**config.mk**
```make
export PLATFORM = sky130hd
export DESIGN_NAME = unstripe_sched
export DESIGN_NICKNAME = d
export VERILOG_FILES = /design/src/rtl/unstripe_sched.sv
export SDC_FILE = /design/constraint.sdc
export NUM_CORES = 1
export LEC_CHECK = 0
export ABC_AREA = 1
export CAP_MARGIN = 20
export CORE_AREA = 2 2 148 186
export DETAILED_ROUTE_END_ITERATION = 7
export DIE_AREA = 0 0 150 188
export PLACE_DENSITY = 0.75
export SLEW_MARGIN = 25
export SYNTH_ARGS = -nofsm -noshare
export SYNTH_HDL_FRONTEND = slang
export SYNTH_SLANG_ARGS = --single-unit
```
**constraint.sdc**
```tcl
create_clock -name clk_2f -period 7.4 [get_ports clk_2f]
set_input_delay 2.22 -clock clk_2f [delete_from_list [all_inputs] [get_ports clk_2f]]
set_output_delay 2.22 -clock clk_2f [all_outputs]
set_load 0.1 [all_outputs]
```
**src/rtl/unstripe_sched.sv**
```systemverilog
// unstripe_sched: merges two striped lanes into one stream by strict 0/1 alternation.
// Lane skew checking is compiled in only when UNSTRIPE_SKEW_CHECK_EN is defined.
module unstripe_sched #(
  parameter int FIFO_DEPTH = 4,
  parameter int SKEW_LIMIT = 8
) (
  input  logic        clk_2f,
  input  logic        reset,
  input  logic        valid_0,
  input  logic [31:0] lane_0,
  input  logic        valid_1,
  input  logic [31:0] lane_1,
  input  logic        ready_out,
  output logic        full_0,
  output logic        full_1,
  output logic [31:0] data_out,
  output logic        valid_out,
  output logic [15:0] word_cnt,
  output logic        skew_err
);
  localparam int AW = $clog2(FIFO_DEPTH);
  typedef enum logic {EXP0, EXP1} state_t;
  state_t state;
  logic [1:0] valid_in, full, nonempty, push, pop;
  logic [1:0][31:0] lane, head;
  logic slot;
  if (FIFO_DEPTH < 2 || SKEW_LIMIT < 1) begin : g_bad_param
    $error("unstripe_sched: FIFO_DEPTH must be >= 2 and SKEW_LIMIT >= 1");
  end
  assign valid_in = {valid_1, valid_0};
  assign lane = {lane_1, lane_0};
  assign full_0 = full[0];
  assign full_1 = full[1];
  // full comes from the registered count, so a same-edge pop never frees a slot for a push
  assign push = valid_in & ~full;
  assign slot = !valid_out || ready_out;
  assign pop = {state == EXP1, state == EXP0} & nonempty & {2{slot}};
  for (genvar i = 0; i < 2; i++) begin : g_lane
    logic [31:0] mem [FIFO_DEPTH];
    logic [AW-1:0] wp, rp;
    logic [AW:0] cnt;
    assign full[i] = cnt == (AW+1)'(FIFO_DEPTH);
    assign nonempty[i] = cnt != '0;
    assign head[i] = mem[rp];
    always_ff @(posedge clk_2f)
      if (push[i]) mem[wp] <= lane[i];
    always_ff @(posedge clk_2f or negedge reset)
      if (!reset) begin
        wp <= '0;
        rp <= '0;
        cnt <= '0;
      end else begin
        if (push[i]) wp <= wp + 1'b1;
        if (pop[i]) rp <= rp + 1'b1;
        cnt <= cnt + (AW+1)'(push[i]) - (AW+1)'(pop[i]);
      end
  end
  always_ff @(posedge clk_2f or negedge reset)
    if (!reset) begin
      state <= EXP0;
      data_out <= '0;
      valid_out <= 1'b0;
      word_cnt <= '0;
    end else begin
      if (|pop) begin
        data_out <= head[state == EXP1];
        valid_out <= 1'b1;
        state <= state == EXP0 ? EXP1 : EXP0;
      end else if (ready_out) valid_out <= 1'b0;
      if (valid_out && ready_out) word_cnt <= word_cnt + 16'd1;
    end
`ifdef UNSTRIPE_SKEW_CHECK_EN
  localparam int SW = $clog2(SKEW_LIMIT + 1);
  logic [SW-1:0] skew_cnt;
  logic starve;
  // expected lane dry while the other lane has backed up completely
  assign starve = state == EXP0 ? !nonempty[0] && full[1] : !nonempty[1] && full[0];
  always_ff @(posedge clk_2f or negedge reset)
    if (!reset) begin
      skew_cnt <= '0;
      skew_err <= 1'b0;
    end else begin
      if (|pop) skew_cnt <= '0;
      else if (starve && skew_cnt != SW'(SKEW_LIMIT)) skew_cnt <= skew_cnt + 1'b1;
      if (starve && skew_cnt >= SW'(SKEW_LIMIT - 1)) skew_err <= 1'b1;
    end
`else
  assign skew_err = 1'b0;
`endif
endmodule

```
==> results.md <==
Final layout:
- The area of the multi-input gates is 3278 µm².
- The net total in the final layout is around 1400.
- Relative to the synthesized area, the layout overhead comes to 17.99%.
- The final non-filler cell total is between 1500 and 2000.
- The proportion of layout cells with a drive suffix above 1 is 0.06192.
- Summing all flip-flop and latch instances after layout gives about 9300 µm².
- The number of fill cells is 2144.
- The final cell area excluding filler cells is 15410 µm².
- The antenna diode count is 0.

Job:
- The tool flagged a number of max-cap violations equal to 0.

Power:
- The power density over the cells is 455.6 nW/µm².
- IR analysis of the VDD net gives a maximum drop of between 200 and 300 µV.
- Total power for the finished layout comes to 7.021 mW.
- The analysis attributes to cell leakage a power of 6.143 nW.

Floorplan:
- The number of placement rows is 67.
- The floorplan step defined a die boundary enclosing around 28000 µm².
- The number of primary I/O pins is 121.
- The die is 188 µm tall.
- The initial cell density of the core is 0.4931.
- In this run the standard cell core region covers between 20000 and 30000 µm².
- The horizontal die dimension is 150 µm.

Route:
- The total via count after detailed routing is 8396.
- The count of nets left with antenna violations once routing finished came out at 0.
- The first-pass iteration count of the detailed router is 5.
- The ratio of routed vias to standard cells is between 5 and 6.
- After the first detailed-routing iteration, the DRC count stood at 667.
- The total length of routed wires is between 20000 and 30000 µm.
- After detailed routing, the average wire length per cell comes to between 15 and 20 µm.
- After detailed routing, the number of remaining DRC violations is 0.

Place:
- At the end of routability-driven placement, the weighted congestion stood at approximately 0.84.
- The HPWL after detailed placement is 16900 µm.
- The area of placed instances is 14500 µm².
- Port buffering added 119 buffers.
- The placed instance count is 1585.

Timing:
- Setup repair after global routing left no endpoint under its margin.
- The worst pin sits at a relative slew slack of 0.3368.
- The final-layout setup total negative slack is 0 ns.
- Of the available clock period, the critical path in the final layout requires 0.6180.
- The total count of max-transition violations in the final report is 0.
- The time the worst path needs with I/O delays and setup is 4.573 ns.
- The transition time at the pin with the least slew margin is 0.9917 ns.
- The achievable clock frequency is 218.7 MHz.
- The worst setup skew after layout is approximately 0.0092 ns.
- The number of failing setup endpoints in the final timing report is 0.
- The total count of hold-check failures in the final report is 0.

Synth:
- Of the post-synthesis cell area, the dominant cell type holds 0.5886.
- By area the synthesized netlist is led by sky130_fd_sc_hd__edfxtp_1 (59%), sky130_fd_sc_hd__dfrtp_1 (12%), sky130_fd_sc_hd__nand2_1 (12%), sky130_fd_sc_hd__nand3_1 (5.2%), sky130_fd_sc_hd__nor2_1 (2.7%).
- Yosys instantiated no cell more often than sky130_fd_sc_hd__nand2_1.
- The most used flip-flop cell after synthesis is sky130_fd_sc_hd__edfxtp_1.
- The number of flops mapped to enable cells by yosys is around 260.
- The number of standard cells after synthesis is 1161.
- Counting distinct cell types in the post-synthesis netlist gives 28.
- The synthesized area per cell is between 10 and 15 µm².
- Yosys printed 0 warnings.
- The post-synthesis sequential area ratio is 0.7112.
- The async set-or-reset flop fraction in the synthesized netlist is 0.2000.
- Summed over all instances, the cell type with the most area after synthesis is sky130_fd_sc_hd__edfxtp_1.
- The total nets after synthesis is roughly 1200.
- The synthesized design contains 320 register bits.
- After synthesis the cells add up to 13060 µm².
- The commonest cells after synthesis are sky130_fd_sc_hd__nand2_1 (423), sky130_fd_sc_hd__edfxtp_1 (256), sky130_fd_sc_hd__nand3_1 (135), sky130_fd_sc_hd__nor2_1 (95), sky130_fd_sc_hd__dfrtp_1 (64).

Worst setup path:
- The start of the worst register-to-register path is state.
- The highest cell delay on the worst timing path is 1.13 ns.
- The worst setup path is launched from a flip-flop.
- The critical path required time is 5.18 ns.
- The worst reg-to-reg setup slack is 4.80 ns.
- The critical path goes through inv_1, nand2_1, nor2_1, clkdlybuf4s50_1.
- The worst setup path is of the reg -> out kind.
- The worst endpoint data arrival time is 2.35 ns.
- The sort of element at the end of the critical path is an output pin.
- Tracing the worst setup path back leads to its startpoint at g_lane[1].cnt[1].
- The biggest fanout along the worst timing path is 3.
- The dominant delay contributor by cell family on the critical path is buffers and inverters.
- The terminus of the critical flop-to-flop path is g_lane[0].cnt[2].
- The master of the slowest instance on the critical path is sky130_fd_sc_hd__clkdlybuf4s50_1.
- The cell depth of the worst flop-to-flop path is 10.
- The buffers plus inverters on the worst setup path is 2.

Hold path:
- For hold timing, the worst endpoint is word_cnt[15].
- In this run the most critical hold path is launched from word_cnt[15].
- In this run the worst hold path is classified as reg -> reg.
- Counting instances, the worst hold path has a depth of 1.

Clock tree:
- Buffers inserted to repair hold after CTS numbered 0.
- The longest clock path from root to sink contains 3 buffers.
- The post-cts repair resize count is 0.
- After clock tree synthesis, the clock-pin slew on the worst setup and hold paths is 0.06 ns.
- The TritonCTS clock tree is done.
- Clock latency on the worst-skew pair, taken at its later pin, is 0.54 ns.
- The number of clock sinks is 320.
- The level count of the clock H-tree is 1.
- The post-CTS setup-driven buffer insertion count is 0.
- The number of clock buffers added by TritonCTS is 29.
- Clock tree synthesis selected as its root buffer the cell sky130_fd_sc_hd__clkbuf_16.

GRT:
- The total overflow left after global routing is 0.
- The global-route total usage across every layer is 0.1930.
- The largest net degree at the start of global routing is 66.
- The first-pass GRT wire length is 42420 µm.
- The via count of the first global-routing pass was ~8000.
- The initial antenna violation count is 0.

Status:
- The flow ran to the end, and the final reports show no timing, DRC or antenna violations.
## worst reg2reg max path: stages, from the launching register on
cell and delay, ns:
sky130_fd_sc_hd__dfrtp_1 0.36, sky130_fd_sc_hd__buf_4 0.27, sky130_fd_sc_hd__inv_2 0.50, sky130_fd_sc_hd__nand3_2 0.24, sky130_fd_sc_hd__inv_1 0.13, sky130_fd_sc_hd__ha_1 0.23, sky130_fd_sc_hd__inv_1 0.06, sky130_fd_sc_hd__ha_1 0.12
sky130_fd_sc_hd__inv_1 0.04, sky130_fd_sc_hd__fa_1 0.37, sky130_fd_sc_hd__xor2_1 0.17
## sequential cells by signal, indices dropped and copies added, names as in the netlist
register    count
g_lane.cnt      6
data_out       32
g_lane.wp       4
g_lane.mem    256
g_lane.rp       4
valid_out       1
state           1
word_cnt       16
## area by class of cell
| type | count | area share |
|---|---|---|
| flip-flops and latches | 320 | 0.6029 |
| well taps | 345 | 0.02801 |
| inverters | 50 | 0.01267 |
| clock buffers | 36 | 0.04944 |
| repair buffers | 134 | 0.08427 |
| multi-input cells | 736 | 0.2127 |
| clock inverters | 16 | 0.009986 |
## layer usage
metal | track usage | wire length, µm | up-vias
met5 | 0 | 0 | -
met4 | 0.05406 | 651 | 0
met3 | 0.02871 | 1394 | 39
met2 | 0.3326 | 14000 | 209
met1 | 0.2549 | 11260 | 4051
li1 | - | - | 4097
## where the power goes
part           internal (mW)  switching, mW
logic                  0.746           2.21
clock network          0.831          0.612
registers               2.42          0.197
total                   4.00           3.02
## worst max path at each step
| stage | cells past startpoint | slack (ns) | end |
|---|---|---|---|
| 2_1_floorplan | 2 | 3.31 | g_lane[0].mem[0][0] |
| 5_1_grt | 4 | 2.71 | full_1 |
| 6_report | 4 | 2.83 | full_1 |
| 4_1_cts | 4 | 2.79 | full_1 |
| 3_3_place_gp | 11 | 3.10 | g_lane[0].cnt[2] |
| 3_5_place_dp | 11 | 3.09 | g_lane[0].cnt[2] |
## per-stage QoR
stage | setup slack [ns] | hold WS, ns | utilization
floorplan | 3.312 | 0.4616 | -
global placement | 3.102 | 0.4553 | 0.5470
detailed placement | 3.089 | 0.4681 | 0.5472
CTS | 2.790 | 0.4767 | 0.5818
global route | 2.714 | 0.4975 | 0.5818
finish | 2.827 | 0.4702 | 0.5818
## layout by cell type (no fill, tap or decap), drive strengths merged
| cell | count |
|---|---|
| nand2 | 424 |
| edfxtp | 256 |
| nand3 | 137 |
| clkdlybuf4s50 | 118 |
| nor2 | 96 |
| dfrtp | 64 |
| inv | 50 |
| o21ai | 38 |
| clkbuf | 36 |
| buf | 16 |
| ha | 13 |
| clkinv | 12 |
| xor2 | 10 |
| nand4 | 7 |
| xnor2 | 6 |
| bufinv | 3 |
| fa | 2 |
| nor3 | 1 |
| o21bai | 1 |
| conb | 1 |
| clkinvlp | 1 |
## logic make-up after synthesis
kind of cell / share of synthesized area
AND/OR/NAND/NOR: 0.2072
AO/OA/AOI/OAI: 0.01571
XOR/XNOR: 0.01073
flip-flops: 0.7112
adder cells (fa/ha/maj): 0.01552
other: 0.0002871
buffers and inverters: 0.03937
(Power assumes the default switching activity.)
